--- src/rtl/pe_weight_loader_pkg.sv ---
// Shared definitions for the PE weight write bus: widths and loader FSM states.
// Also imported by the PE address decode so both sides agree on bus geometry.
package pe_weight_loader_pkg;

    localparam int WEIGHT_DATA_W  = 16;
    localparam int WEIGHT_ADDR_W  = 32;
    localparam int WEIGHT_COUNT_W = 16;
    localparam int HOST_WORD_W    = 32;

    typedef enum logic [1:0] {
        S_ADDR  = 2'd0,
        S_COUNT = 2'd1,
        S_LO    = 2'd2,
        S_HI    = 2'd3
    } loader_state_e;

endpackage

--- src/rtl/pe_weight_loader_if.sv ---
// Host stream plus broadcast weight write bus. The master side is the loader,
// which drives the weight bus and the stream ready.
interface pe_weight_loader_if #(
    parameter int DATA_WIDTH = pe_weight_loader_pkg::WEIGHT_DATA_W,
    parameter int ADDR_WIDTH = pe_weight_loader_pkg::WEIGHT_ADDR_W
);

    logic [pe_weight_loader_pkg::HOST_WORD_W-1:0] in_data;
    logic                                         in_valid;
    logic                                         in_ready;
    logic [DATA_WIDTH-1:0]                        weight_wr_data;
    logic [ADDR_WIDTH-1:0]                        weight_wr_addr;
    logic                                         weight_wr_en;
    logic                                         busy;
    logic                                         done;

    modport master (
        input  in_data, in_valid,
        output in_ready, weight_wr_data, weight_wr_addr, weight_wr_en, busy, done
    );

    modport slave (
        output in_data, in_valid,
        input  in_ready, weight_wr_data, weight_wr_addr, weight_wr_en, busy, done
    );

endinterface

--- src/rtl/pe_weight_loader.sv ---
// Unpacks a host word stream (address, count, packed weight pairs) into
// single-cycle weight writes on the bus broadcast to every PE.
module pe_weight_loader
    import pe_weight_loader_pkg::*;
#(
    parameter int DATA_WIDTH  = WEIGHT_DATA_W,
    parameter int ADDR_WIDTH  = WEIGHT_ADDR_W,
    parameter int COUNT_WIDTH = WEIGHT_COUNT_W
) (
    input  logic               clk,
    input  logic               rst,
    pe_weight_loader_if.master bus
);

    loader_state_e           state_r;
    logic [ADDR_WIDTH-1:0]   cur_addr_r;
    logic [COUNT_WIDTH-1:0]  remaining_r;
    logic [DATA_WIDTH-1:0]   held_r;
    logic [DATA_WIDTH-1:0]   wr_data_r;
    logic [ADDR_WIDTH-1:0]   wr_addr_r;
    logic                    wr_en_r;
    logic                    busy_r;
    logic                    done_r;
    logic                    in_ready_s;
    logic                    accept_s;
    logic                    last_s;

    // S_HI replays the held upper half, so the stream is stalled there.
    assign in_ready_s = (state_r != S_HI);
    assign accept_s   = bus.in_valid && in_ready_s;
    assign last_s     = (remaining_r == COUNT_WIDTH'(1));

    // Burst FSM with registered bus outputs; strobe and done default low each cycle.
    always_ff @(posedge clk) begin
        if (rst) begin
            state_r     <= S_ADDR;
            cur_addr_r  <= '0;
            remaining_r <= '0;
            held_r      <= '0;
            wr_data_r   <= '0;
            wr_addr_r   <= '0;
            wr_en_r     <= 1'b0;
            busy_r      <= 1'b0;
            done_r      <= 1'b0;
        end else begin
            wr_en_r <= 1'b0;
            done_r  <= 1'b0;
            case (state_r)
                S_ADDR: begin
                    if (accept_s) begin
                        cur_addr_r <= bus.in_data[ADDR_WIDTH-1:0];
                        busy_r     <= 1'b1;
                        state_r    <= S_COUNT;
                    end else begin
                        busy_r     <= 1'b0;
                    end
                end
                S_COUNT: begin
                    if (accept_s) begin
                        remaining_r <= bus.in_data[COUNT_WIDTH-1:0];
                        if (bus.in_data[COUNT_WIDTH-1:0] == COUNT_WIDTH'(0)) begin
                            done_r  <= 1'b1;
                            busy_r  <= 1'b0;
                            state_r <= S_ADDR;
                        end else begin
                            busy_r  <= 1'b1;
                            state_r <= S_LO;
                        end
                    end else begin
                        busy_r <= 1'b1;
                    end
                end
                S_LO: begin
                    busy_r <= 1'b1;
                    if (accept_s) begin
                        wr_en_r     <= 1'b1;
                        wr_data_r   <= bus.in_data[DATA_WIDTH-1:0];
                        wr_addr_r   <= cur_addr_r;
                        held_r      <= bus.in_data[2*DATA_WIDTH-1:DATA_WIDTH];
                        cur_addr_r  <= cur_addr_r + ADDR_WIDTH'(1);
                        remaining_r <= remaining_r - COUNT_WIDTH'(1);
                        if (last_s) begin
                            done_r  <= 1'b1;
                            state_r <= S_ADDR;
                        end else begin
                            state_r <= S_HI;
                        end
                    end else begin
                        state_r <= S_LO;
                    end
                end
                S_HI: begin
                    busy_r      <= 1'b1;
                    wr_en_r     <= 1'b1;
                    wr_data_r   <= held_r;
                    wr_addr_r   <= cur_addr_r;
                    cur_addr_r  <= cur_addr_r + ADDR_WIDTH'(1);
                    remaining_r <= remaining_r - COUNT_WIDTH'(1);
                    if (last_s) begin
                        done_r  <= 1'b1;
                        state_r <= S_ADDR;
                    end else begin
                        state_r <= S_LO;
                    end
                end
                default: begin
                    busy_r  <= 1'b0;
                    state_r <= S_ADDR;
                end
            endcase
        end
    end

    assign bus.in_ready       = in_ready_s;
    assign bus.weight_wr_data = wr_data_r;
    assign bus.weight_wr_addr = wr_addr_r;
    assign bus.weight_wr_en   = wr_en_r;
    assign bus.busy           = busy_r;
    assign bus.done           = done_r;

endmodule
--- src/flat_wrapper.sv ---
// flat-port wrapper written by rule: the top's interface ports become plain ports
module pe_weight_loader_flat import pe_weight_loader_pkg::*;
#(
    parameter int DATA_WIDTH  = WEIGHT_DATA_W,
    parameter int ADDR_WIDTH  = WEIGHT_ADDR_W,
    parameter int COUNT_WIDTH = WEIGHT_COUNT_W
)
  (clk, rst, bus_in_data, bus_in_valid, bus_in_ready, bus_weight_wr_data, bus_weight_wr_addr, bus_weight_wr_en, bus_busy, bus_done);
  pe_weight_loader_if #(.DATA_WIDTH(DATA_WIDTH), .ADDR_WIDTH(ADDR_WIDTH)) bus_i ();
  input  logic clk;
  input  logic rst;
  input wire logic [$bits(bus_i.in_data)-1:0] bus_in_data;
  input wire logic [$bits(bus_i.in_valid)-1:0] bus_in_valid;
  output wire logic [$bits(bus_i.in_ready)-1:0] bus_in_ready;
  output wire logic [$bits(bus_i.weight_wr_data)-1:0] bus_weight_wr_data;
  output wire logic [$bits(bus_i.weight_wr_addr)-1:0] bus_weight_wr_addr;
  output wire logic [$bits(bus_i.weight_wr_en)-1:0] bus_weight_wr_en;
  output wire logic [$bits(bus_i.busy)-1:0] bus_busy;
  output wire logic [$bits(bus_i.done)-1:0] bus_done;
  assign bus_i.in_data = bus_in_data;
  assign bus_i.in_valid = bus_in_valid;
  assign bus_in_ready = bus_i.in_ready;
  assign bus_weight_wr_data = bus_i.weight_wr_data;
  assign bus_weight_wr_addr = bus_i.weight_wr_addr;
  assign bus_weight_wr_en = bus_i.weight_wr_en;
  assign bus_busy = bus_i.busy;
  assign bus_done = bus_i.done;
  pe_weight_loader #(.DATA_WIDTH(DATA_WIDTH), .ADDR_WIDTH(ADDR_WIDTH), .COUNT_WIDTH(COUNT_WIDTH)) u_core (.clk(clk), .rst(rst), .bus(bus_i));
endmodule
--- config.mk ---
export PLATFORM = sky130hd
export DESIGN_NAME = pe_weight_loader_flat
export DESIGN_NICKNAME = d
export VERILOG_FILES = /design/src/rtl/pe_weight_loader_pkg.sv /design/src/rtl/pe_weight_loader_if.sv /design/src/rtl/pe_weight_loader.sv /design/src/flat_wrapper.sv
export SDC_FILE = /design/constraint.sdc
export NUM_CORES = 1
export LEC_CHECK = 0
export ABC_CLOCK_PERIOD_IN_PS = 3000
export CORE_ASPECT_RATIO = 0.8
export CORE_MARGIN = 1
export CORE_UTILIZATION = 59
export DETAILED_ROUTE_END_ITERATION = 6
export PLACE_DENSITY = 0.86
export SYNTH_ARGS = -nofsm -noshare
export SYNTH_HDL_FRONTEND = slang
export SYNTH_SLANG_ARGS = --single-unit
--- constraint.sdc ---
create_clock -name clk -period 3 [get_ports clk]
set_input_delay 0.6 -clock clk [delete_from_list [all_inputs] [get_ports clk]]
set_output_delay 0.6 -clock clk [all_outputs]
set_load 0.05 [all_outputs]
### Word level (Yosys, flattened, before mapping)

Index checks and enable logic that the tools add are counted.

| word-level totals | value |
|---|---|
| bits in registers | 117 |
| input bits | 35 |
| output and inout bits | 52 |
| word-level logic and storage cells | 57 |

| operators by class | value |
|---|---|
| add/sub/neg operators | 2 |
| equal/unequal tests | 8 |
| muxes and demuxes | 26 |
| reduce and logical (&&, ||, !) cells | 12 |

Operator list:

| kind | number |
|---|---|
| $mux 32 | 3 |
| $pmux 32 s3 | 1 |
| $pmux 32 s2 | 1 |
| $pmux 16 s3 | 1 |
| $add 32x1->32 const B | 1 |
| $mux 16 | 2 |
| $pmux 16 s2 | 1 |
| $eq 16x1->1 const B | 1 |
| $logic_not 16->1 | 1 |
| $sub 16x1->16 const B | 1 |
| $mux 2 | 6 |
| $pmux 2 s4 | 1 |
| $mux 1 | 7 |
| $ne 2x1->1 const B | 3 |
| $pmux 1 s3 | 2 |
| $reduce_and 2->1 | 3 |
| $reduce_and 3->1 | 2 |
| $reduce_bool 3->1 | 2 |
| $eq 2x2->1 const B | 2 |
| $eq 2x1->1 const B | 1 |
| $logic_not 2->1 | 1 |
| $ne 2x2->1 const B | 1 |
| $pmux 1 s2 | 1 |
| $reduce_bool 2->1 | 1 |
| other kinds (2) | 2 |

### Logic depth before layout (Yosys ltp)

Gate-level depths: netlist (run 1).

| depth | value |
|---|---|
| depth after elaboration | 4 |
| depth in mapped cells | 11 |
| depth with buffers taken out | 7 |

### Least setup slack after synthesis (run 1)

Ideal clock, no wire load.

| timing | value |
|---|---|
| path type | register to register |
| start point | register u_core.state_r[0] |
| end point | register u_core.wr_data_r[7], in the netlist u_core.bus.weight_wr_data[7] |
| setup time | 0.086 ns |
| arrival | 2.044 ns |
| required time | 2.914 ns |
| path slack | 0.871 ns |
| stages on the path, launching flop included | 8 |
| path buffers | 2 |
| path through | dfxtp_1 ha_1 buf_2 inv_1 o21ai_2 clkbuf_1 nor2_1 a211oi_1 |

| on the way | value |
|---|---|
| cells in the longest elaborated chain, start to end | 4 |
| elaborated cells between the ends (all ways) | 8 |

RTL lines:

| what | RTL line | source |
|---|---|---|
| start: declaration | pe_weight_loader.sv:15 | `loader_state_e state_r;` |
| start signal: assignment | pe_weight_loader.sv:36 | `state_r <= S_ADDR;` |
| start signal: assignment | pe_weight_loader.sv:53 | `state_r <= S_COUNT;` |
| start signal: assignment | pe_weight_loader.sv:64 | `state_r <= S_ADDR;` |
| $ne 2x2->1 | pe_weight_loader.sv:29 | `assign in_ready_s = (state_r != S_HI);` |
| via bus_in_ready | flat_wrapper.sv:14 | `output wire logic [$bits(bus_i.in_ready)-1:0] bus_in_ready;` |
| $logic_and 1x1->1 | pe_weight_loader.sv:30 | `assign accept_s = bus.in_valid && in_ready_s;` |
| $ne 2x1->1 (no source line) | -- |  |
| $reduce_and 2->1 (no source line) | -- |  |
| end signal: assignment | pe_weight_loader.sv:77 | `wr_data_r <= bus.in_data[DATA_WIDTH-1:0];` |
| end signal: assignment | pe_weight_loader.sv:95 | `wr_data_r <= held_r;` |
| end: declaration | pe_weight_loader.sv:19 | `logic [DATA_WIDTH-1:0] wr_data_r;` |

The timed path passes the listed nets, and every way through them passes these cells.
A chain may end at the register's enable or synchronous reset.

### Final worst setup path (run 1)

| timing | value |
|---|---|
| start point | register u_core.state_r[0] |
| end point | register u_core.cur_addr_r[29] |

| on the way | value |
|---|---|
| cells in the longest elaborated chain, start to end | 4 |
| elaborated cells between the ends (all ways) | 10 |

RTL lines:

| what | RTL line | source |
|---|---|---|
| $ne 2x2->1 | pe_weight_loader.sv:29 |  |
| $logic_and 1x1->1 | pe_weight_loader.sv:30 |  |
| $ne 2x1->1 (no source line) | -- |  |
| $reduce_and 3->1 (no source line) | -- |  |
| end signal: assignment | pe_weight_loader.sv:51 | `cur_addr_r <= bus.in_data[ADDR_WIDTH-1:0];` |
| end signal: assignment | pe_weight_loader.sv:80 | `cur_addr_r <= cur_addr_r + ADDR_WIDTH'(1);` |
| end signal: assignment | pe_weight_loader.sv:97 | `cur_addr_r <= cur_addr_r + ADDR_WIDTH'(1);` |
| end: declaration | pe_weight_loader.sv:16 | `logic [ADDR_WIDTH-1:0] cur_addr_r;` |

Several ways; a longest one is shown, not always the timed one.

==> impl_metrics.toml, run 1 <==
[timing]
rsz0062_at_grt = "no"
whs_ns = 0.4509
fin_worst_skew_ns = 0.007414
fin_tns_setup_ns = 0
tightest_slew_ns = 0.8330
setup_viol = 0
slew_viol_final = 0
fin_ws_ns = 0.2898
min_period_over_period_pct = 90.34
max_freq_mhz = 369.0
maxSlewHeadroom_pct = 44.47
period_minus_slack_ns = 2.710
final_hold_viol_count = 0

[power_and_ir_drop]
ir_drop_uv = 521.2
swShare_pct = 29.91
pwr_density_cell_nw_per_um2 = 633.9
combPwrFrac_pct = 17.6
internal_power_mw = 3.279
total_power_mw = 4.678
seqPwrFrac_pct = 38.5
switchingPower_mw = 1.399
clkPwrFrac_pct = 43.9
leakage_nw = 2.470

[detailed_routing]
vias_per_cell = 6.607
ant_nets = 0
vias = 6270
wl_um = 18570
drt_iter0_markers = 954
drc = 0
drt_first_pass_iters = 7
avgRoutedWirePerCell_um = 19.57

[synthesis]
yosysTopAreaCellShare_pct = 40.28
ys_types = 64
synth_seq_cells = 117
synthesis.area_um2 = 5816
yosysSeqAreaShare_pct = 40.28
synth_common_cells = "139 x nand2_1, 117 x dfxtp_1, 88 x a21oi_1"
synth.most_common_cell = "nand2_1"
synth.largest_area_cell = "dfxtp_1"
yosysWarnings = 0
ys_async_sr_fraction_pct = 0
avgSynthCellArea_um2 = 7.775
syn_nets = 791
syn-instance-count = 748
synth_area_leaders = "dfxtp_1 40%, nand2_1 9.0%, a21oi_1 7.6%"
synthFlopType = "dfxtp_1"
synth_edf_count = 0

[placed_design]
pre_cts_slack_ns = 0.5120
dpl.hpwl_um = 12490
globalplace.congestion = 0.9144
io_buffers = 86

[finish]
drive_gt1_share_pct = 8.675
n_antenna_cell = 0
area_delta_synth_final_pct = 26.89
seq_area_um2 = 2342
multi_input_area_um2 = 3223
nets = 860
nFillCells = 721

[worst_setup_path]
crit_arrival_ns = 3.02
start_kind = "register"
crit_path_end_kind = "register"
worstRegToRegCells = 6
path_class = "reg2reg"
rr_endpoint = "u_core.cur_addr_r[29]"
critPathMaxFanout = 14
r2r-start = "u_core.state_r[0]"
crit_required_ns = 3.31
r2r_setup_slack_ns = 0.29

[floorplan]
die_h_um = 90.80
core_area_um2 = 9609
dieArea_um2 = 10260
die_w_um = 113
start_util_pct = 60.52
rows = 32
io-pin-count = 87

[cts]
cts.sinks = 117
cts_root_buf = "clkbuf_16"
cts.htree.levels = 4
post_cts_resized = 0
post-cts-setup-buffer-count = 0
hold_buffers = 0
cts_buffer_depth = 2
cts_buffers = 17
cts_tree = "built"
clock_latency_ns = 0.41
clk_pin_slew_worst_paths_ns = 0.06

[grt]
grt_pass1_wl_um = 29680
grt_start_max_net_pins = 80
antenna_found_initial = 0
track_usage_pct = 37.20
gr-total-overflow = 0
grt_pass1_vias = 5729

[worst_hold_path]
hp-start = "u_core.bus.weight_wr_addr[26]"
hp-class = "reg2reg"
holdPathEnd = "u_core.bus.weight_wr_addr[26]"
min_delay_path_depth = 2

[outcome]
status = "completed"

[run]
maxCapViolCount = 0
==> power by group through the flow <==
stage / sequential, mW / clock, mW / combinational (mW)
after floorplan: 1.83 / 0 / 0.504
after global placement: 1.82 / 0 / 0.772
after detailed placement: 1.82 / 0 / 0.795
after CTS: 1.79 / 2.06 / 0.804
after global routing: 1.81 / 2.14 / 0.889
final: 1.80 / 2.05 / 0.823
==> state kept, by name, indices dropped and copies added (netlist names) <==
register,flops
u_core.remaining_r,16
u_core.bus.busy,1
u_core.cur_addr_r,32
u_core.bus.weight_wr_en,1
u_core.bus.weight_wr_addr,32
u_core.bus.done,1
u_core.bus.weight_wr_data,16
u_core.held_r,16
u_core.state_r,2
==> cells in the final DEF, fill, tap and decap left out, drive strengths merged, types with 23 or more instances in the layout <==
cell,netlist,layout
nand2,139,139
a211oi,28,28
nor2,67,67
a21oi,88,88
dfxtp,117,117
o21ai,40,40
mux2i,23,23
clkdlybuf4s50,0,84
==> per-stage QoR <==
step                      instance area, µm²  instances  utilization, %
final                                   7380        949           76.80
after global placement                  6779        917           70.55
after CTS                               7380        949           76.80
after floorplan                         5816        748               -
after detailed placement                6779        917           70.55
after global routing                    7380        949           76.80
==> critical path, stage by stage, from the launching register on <==
cell and delay [ns]:
dfxtp_1 0.49, inv_1 0.15, ha_1 0.33, or2_2 0.47, nor2_1 0.68, a22oi_1 0.22
o22ai_1 0.26
==> worst max path at each step <==
stage | start | to | slack [ns] | cells past startpoint
global placement | bus_in_valid | u_core.remaining_r[11] | 0.62 | 6
finish | u_core.state_r[0] | u_core.cur_addr_r[29] | 0.29 | 6
floorplan | u_core.state_r[0] | u_core.bus.weight_wr_data[7] | 0.87 | 7
global route | u_core.state_r[0] | u_core.cur_addr_r[29] | 0.29 | 6
detailed placement | u_core.state_r[0] | u_core.cur_addr_r[31] | 0.51 | 7
CTS | u_core.state_r[0] | u_core.cur_addr_r[29] | 0.44 | 6
==> final cells by class <==
| type | count | share of cell area [%] |
|---|---|---|
| clock buffers | 19 | 6.002 |
| clock inverters | 13 | 2.136 |
| repair buffers | 104 | 13.77 |
| flip-flops and latches | 117 | 31.74 |
| well taps | 119 | 2.018 |
| inverters | 13 | 0.6612 |
| multi-input cells | 564 | 43.68 |
==> layer usage <==
metal | up-vias | GRT usage, % | share of wire [%]
met1 | 2909 | 50.51 | 42
li1 | 2848 | - | -
met2 | 440 | 56.95 | 44
met4 | 0 | 14.58 | 3.2
met5 | - | 0 | 0
met3 | 73 | 8.926 | 10
==> kinds of logic after synthesis <==
kind of cell,share of synthesized area [%]
AOI/OAI and AO/OA,23.67
muxes,4.152
DFF,40.28
buffers and inverters,4.539
adders and majority gates,1.721
and+or+nand+nor,25.65
No activity file was read; power rests on OpenSTA's default activity.
==> run 2, diff against run 1 <==
--- a/config.mk
+++ b/config.mk
@@ -10,6 +10,7 @@
 export CORE_MARGIN = 1
 export CORE_UTILIZATION = 59
 export DETAILED_ROUTE_END_ITERATION = 6
+export GPL_ROUTABILITY_DRIVEN = 0
 export PLACE_DENSITY = 0.86
 export SYNTH_ARGS = -nofsm -noshare
 export SYNTH_HDL_FRONTEND = slang
==> impl_metrics.toml, run 2 (synthesis gave the netlist of run 1 again) <==
[outcome]
status = "complete, but fails checks"
violations = "DRC"

[grt]
gr-total-overflow = 0
antenna_found_initial = 0
track_usage_pct = 36.64
grt_start_max_net_pins = 56
grt_pass1_vias = 5987
grt_pass1_wl_um = 29610

[floorplan]
start_util_pct = 60.52
rows = 32
io-pin-count = 87
core_area_um2 = 9609
dieArea_um2 = 10260
die_h_um = 90.80
die_w_um = 113

[placed_design]
dpl.cell_count = 914
pre_cts_slack_ns = 0.3651
dpl.hpwl_um = 12200
post_dp_cell_area_um2 = 6756
io_buffers = 86

[timing]
slew_viol_final = 0
rsz0062_at_grt = "no"
max_freq_mhz = 392.8
final_hold_viol_count = 0
fin_ws_ns = 0.4541
tightest_slew_ns = 0.8309
setup_viol = 0
min_period_over_period_pct = 84.86
fin_worst_skew_ns = 0.009687
fin_tns_setup_ns = 0
period_minus_slack_ns = 2.546
whs_ns = 0.4479
maxSlewHeadroom_pct = 44.39

[worst_hold_path]
hp-start = "u_core.bus.weight_wr_addr[19]"
holdPathEnd = "u_core.bus.weight_wr_addr[19]"
min_delay_path_depth = 2
hp-class = "reg2reg"

[detailed_routing]
wl_met1_um = 7312
drc = 3
ant_nets = 0
top_layer = "met4"
drt_iter0_markers = 998
vias_per_cell = 6.660
wl_met2_um = 8333
wl_um = 18230
drt_first_pass_iters = 7
avgRoutedWirePerCell_um = 19.29
vias = 6294
wl_met3_um = 2053

[cts]
cts_buffer_depth = 2
cts_buffers = 17
clk_pin_slew_worst_paths_ns = 0.06
cts.sinks = 117
cts.htree.levels = 4
cts_tree = "built"
post-cts-setup-buffer-count = 0
clock_latency_ns = 0.42
hold_buffers = 0
cts_root_buf = "clkbuf_16"
post_cts_resized = 0

[finish]
drive_gt1_share_pct = 8.232
final_area_um2 = 7380
n_antenna_cell = 0
nets = 857
final_common_cell = "nand2_1"
seq_area_um2 = 2342
multi_input_area_um2 = 3223
layout_common_cells = "139 x nand2_1, 117 x dfxtp_1, 87 x a21oi_1, 84 x clkdlybuf4s50_1, 66 x nor2_1"
instances_no_fill = 945
nFillCells = 694
final_core_util_pct = 76.80
area_delta_synth_final_pct = 26.89

[worst_setup_path]
crit_arrival_ns = 2.83
crit_chain = "ha_1, buf_4, nor2_2, buf_12, nor3_1, a31oi_1, o21ai_0, nor2_1"
rr_endpoint = "u_core.remaining_r[12]"
r2r_setup_slack_ns = 0.45
path_class = "reg2reg"
crit_buf_inv = 2
crit_required_ns = 3.29
critPathMaxFanout = 55
crit_slowest_cell = "nor3_1"
critical_path.max_stage_delay_ns = 0.49
start_kind = "register"
crit_family = "simple AND/OR/NAND/NOR gates"
crit_path_end_kind = "register"
worstRegToRegCells = 8
r2r-start = "u_core.state_r[0]"

[power_and_ir_drop]
total_power_mw = 4.757
pwr_density_cell_nw_per_um2 = 644.7
leakage_nw = 2.493
ir_drop_uv = 443.4

[run]
maxCapViolCount = 0
run 2: cell types whose count changed in the layout (fill, tap and decap cells not counted):
cell,before,now
clkinvlp_4,7,1
buf_4,18,15
bufinv_16,3,4
clkinv_2,3,5
clkbuf_8,1,3
run 2: layout make-up:
class / count / share of cell area, %
repair buffers: 101 / 13.46
well taps: 119 / 2.018
clock buffers: 21 / 6.375
inverters: 13 / 0.6612
flip-flops and latches: 117 / 31.74
clock inverters: 10 / 2.068
multi-input cells: 564 / 43.68
run 2: worst max-delay path by stage:
stage | start | endpoint | slack [ns] | cells after the start
3_5_place_dp | bus_in_valid | u_core.bus.weight_wr_addr[24] | 0.37 | 7
4_1_cts | u_core.state_r[0] | u_core.remaining_r[12] | 0.53 | 8
2_1_floorplan | u_core.state_r[0] | u_core.bus.weight_wr_data[7] | 0.87 | 7
5_1_grt | u_core.state_r[0] | u_core.remaining_r[12] | 0.34 | 8
3_3_place_gp | bus_in_valid | u_core.bus.weight_wr_addr[24] | 0.54 | 7
6_report | u_core.state_r[0] | u_core.remaining_r[12] | 0.45 | 8
run 2: where the power goes:
part / switching [mW] / internal, mW
registers: 0.144 / 1.66
logic: 0.523 / 0.299
clock network: 0.693 / 1.44
run 2: tightest hold or removal path, cell delays in order (launching register included):
cell	delay, ns
dfxtp_1	0.30
nand2_1	0.05
a21oi_1	0.05
run 2: per-layer routing:
layer / GRT usage, % / vias to the layer above
met2: 59.05 / 440
li1: - / 2847
met3: 9.463 / 73
met1: 46.38 / 2934
met4: 15.57 / 0
met5: 0 / -
==> run 3, diff against run 2 <==
--- a/config.mk
+++ b/config.mk
@@ -5,13 +5,13 @@
 export SDC_FILE = /design/constraint.sdc
 export NUM_CORES = 1
 export LEC_CHECK = 0
-export ABC_CLOCK_PERIOD_IN_PS = 3000
+export ABC_CLOCK_PERIOD_IN_PS = 2400
 export CORE_ASPECT_RATIO = 0.8
 export CORE_MARGIN = 1
-export CORE_UTILIZATION = 59
+export CORE_UTILIZATION = 54
 export DETAILED_ROUTE_END_ITERATION = 6
 export GPL_ROUTABILITY_DRIVEN = 0
-export PLACE_DENSITY = 0.86
+export PLACE_DENSITY = 0.8
 export SYNTH_ARGS = -nofsm -noshare
 export SYNTH_HDL_FRONTEND = slang
 export SYNTH_SLANG_ARGS = --single-unit
==> constraint.sdc (replaced) <==
create_clock -name clk -period 2.4 [get_ports clk]
set_input_delay 0.48 -clock clk [delete_from_list [all_inputs] [get_ports clk]]
set_output_delay 0.48 -clock clk [all_outputs]
set_load 0.05 [all_outputs]
==> impl_metrics.toml, run 3 (synthesis gave the netlist of run 1 again) <==
[outcome]
status = "complete, but fails checks"
violations = "DRC"

[floorplan]
dieArea_um2 = 11190
rows = 33
start_util_pct = 56.11
core_area_um2 = 10360
io-pin-count = 87
die_h_um = 94.82
die_w_um = 118.0

[placed_design]
io_buffers = 86
post_dp_cell_area_um2 = 6960
dpl.cell_count = 952
pre_cts_slack_ns = 0.1313
dpl.hpwl_um = 12680

[timing]
tightest_slew_ns = 0.8370
maxSlewHeadroom_pct = 43.42
min_period_over_period_pct = 97.92
final_hold_viol_count = 0
max_freq_mhz = 425.5
fin_tns_setup_ns = 0
period_minus_slack_ns = 2.350
fin_ws_ns = 0.04992
slew_viol_final = 0
setup_viol = 0
fin_worst_skew_ns = 0.01006

[grt]
grt_pass1_wl_um = 29440
gr-total-overflow = 0
grt_start_max_net_pins = 112
track_usage_pct = 34.09
grt_pass1_vias = 5793
antenna_found_initial = 0

[cts]
clock_latency_ns = 0.43
cts_buffers = 17
cts_root_buf = "clkbuf_16"
post_cts_resized = 0
post-cts-setup-buffer-count = 0
cts.sinks = 117
cts_buffer_depth = 2
cts.htree.levels = 4
clk_pin_slew_worst_paths_ns = 0.06
cts_tree = "built"
hold_buffers = 0

[detailed_routing]
drc = 2
ant_nets = 0
vias = 6352
vias_per_cell = 6.449
avgRoutedWirePerCell_um = 19.42
drt_first_pass_iters = 7
wl_um = 19120
drt_iter0_markers = 993

[finish]
final_common_cell = "nand2_1"
layout_common_cells = "139 x nand2_1, 117 x dfxtp_1, 87 x a21oi_1, 84 x clkdlybuf4s50_1, 66 x nor2_1"
drive_gt1_share_pct = 10.65
area_delta_synth_final_pct = 30.03
nets = 875
n_antenna_cell = 0
final_area_um2 = 7562
final_core_util_pct = 72.97
instances_no_fill = 985

[power_and_ir_drop]
ir_drop_uv = 463.3
leakage_nw = 2.568
pwr_density_cell_nw_per_um2 = 764.8

[worst_setup_path]
crit_arrival_ns = 2.64
r2r-start = "u_core.cur_addr_r[0]"
worstRegToRegCells = 7
start_kind = "register"
critPathMaxFanout = 6
crit_required_ns = 2.69
cp-endpoint = "u_core.cur_addr_r[16]"
crit_path_end_kind = "register"
r2r_setup_slack_ns = 0.05
startpoint = "u_core.cur_addr_r[0]"
rr_endpoint = "u_core.cur_addr_r[16]"
path_class = "reg2reg"

[worst_hold_path]
hp-class = "reg2reg"

[run]
maxCapViolCount = 0
==> run 3: changes by cell type in the layout (fill, tap and decap cells not counted), sizes merged <==
cell | before | now
bufinv | 4 | 1
buf | 17 | 34
inv | 12 | 14
clkbuf | 21 | 19
clkinvlp | 1 | 2
clkinv | 6 | 10
==> run 3: area by class of cell <==
| type | count | area, µm² |
|---|---|---|
| Multi-Input combinational cell | 564 | 3231 |
| Fill cell | 790 | 2801 |
| Sequential cell | 117 | 2342 |
| Timing Repair Buffer | 119 | 1196 |
| Clock buffer | 18 | 439.2 |
| Tap cell | 140 | 175.2 |
| Clock inverter | 14 | 130.1 |
| Inverter | 13 | 48.80 |
==> run 3: critical path, cell delays in order, from the launching register on <==
cell	delay [ns]
dfxtp_1	0.43
ha_1	0.26
nand4_1	0.17
buf_4	0.20
nor4_1	0.57
nand3_1	0.21
nor4_1	0.26
a311oi_1	0.11
==> run 3: worst min-delay path by stage <==
stage / from / end / depth (start not counted)
4_1_cts: u_core.bus.weight_wr_addr[29] / u_core.bus.weight_wr_addr[29] / 2
6_report: u_core.bus.weight_wr_addr[29] / u_core.bus.weight_wr_addr[29] / 2
3_5_place_dp: u_core.bus.weight_wr_addr[29] / u_core.bus.weight_wr_addr[29] / 2
3_3_place_gp: u_core.bus.weight_wr_addr[31] / u_core.bus.weight_wr_addr[31] / 2
5_1_grt: u_core.bus.weight_wr_addr[30] / u_core.bus.weight_wr_addr[30] / 2
2_1_floorplan: u_core.held_r[0] / u_core.held_r[0] / 2
==> run 3: metal layers <==
layer	global-route usage (%)	part of all wire, %	vias to the layer above
li1	-	-	2884
met1	44.63	42	2977
met2	54.75	45	429
met3	7.065	11	62
met4	14.74	2.8	0
met5	0	0	-
==> run 3: per-stage QoR <==
stage	hold slack (ns)	total power, mW
2_1_floorplan	0.4360	2.920
3_3_place_gp	0.4382	3.280
3_5_place_dp	0.4420	3.323
4_1_cts	0.4498	5.729
5_1_grt	0.4719	5.951
6_report	0.4468	5.784
==> run 3: where the power goes <==
part           total (mW)  leakage [nW]  switching [mW]  internal, mW
clock network        2.43         0.277           0.973          1.45
registers            2.24         0.952           0.172          2.07
logic                1.11          1.34           0.691         0.424
total                5.78          2.57            1.84          3.95
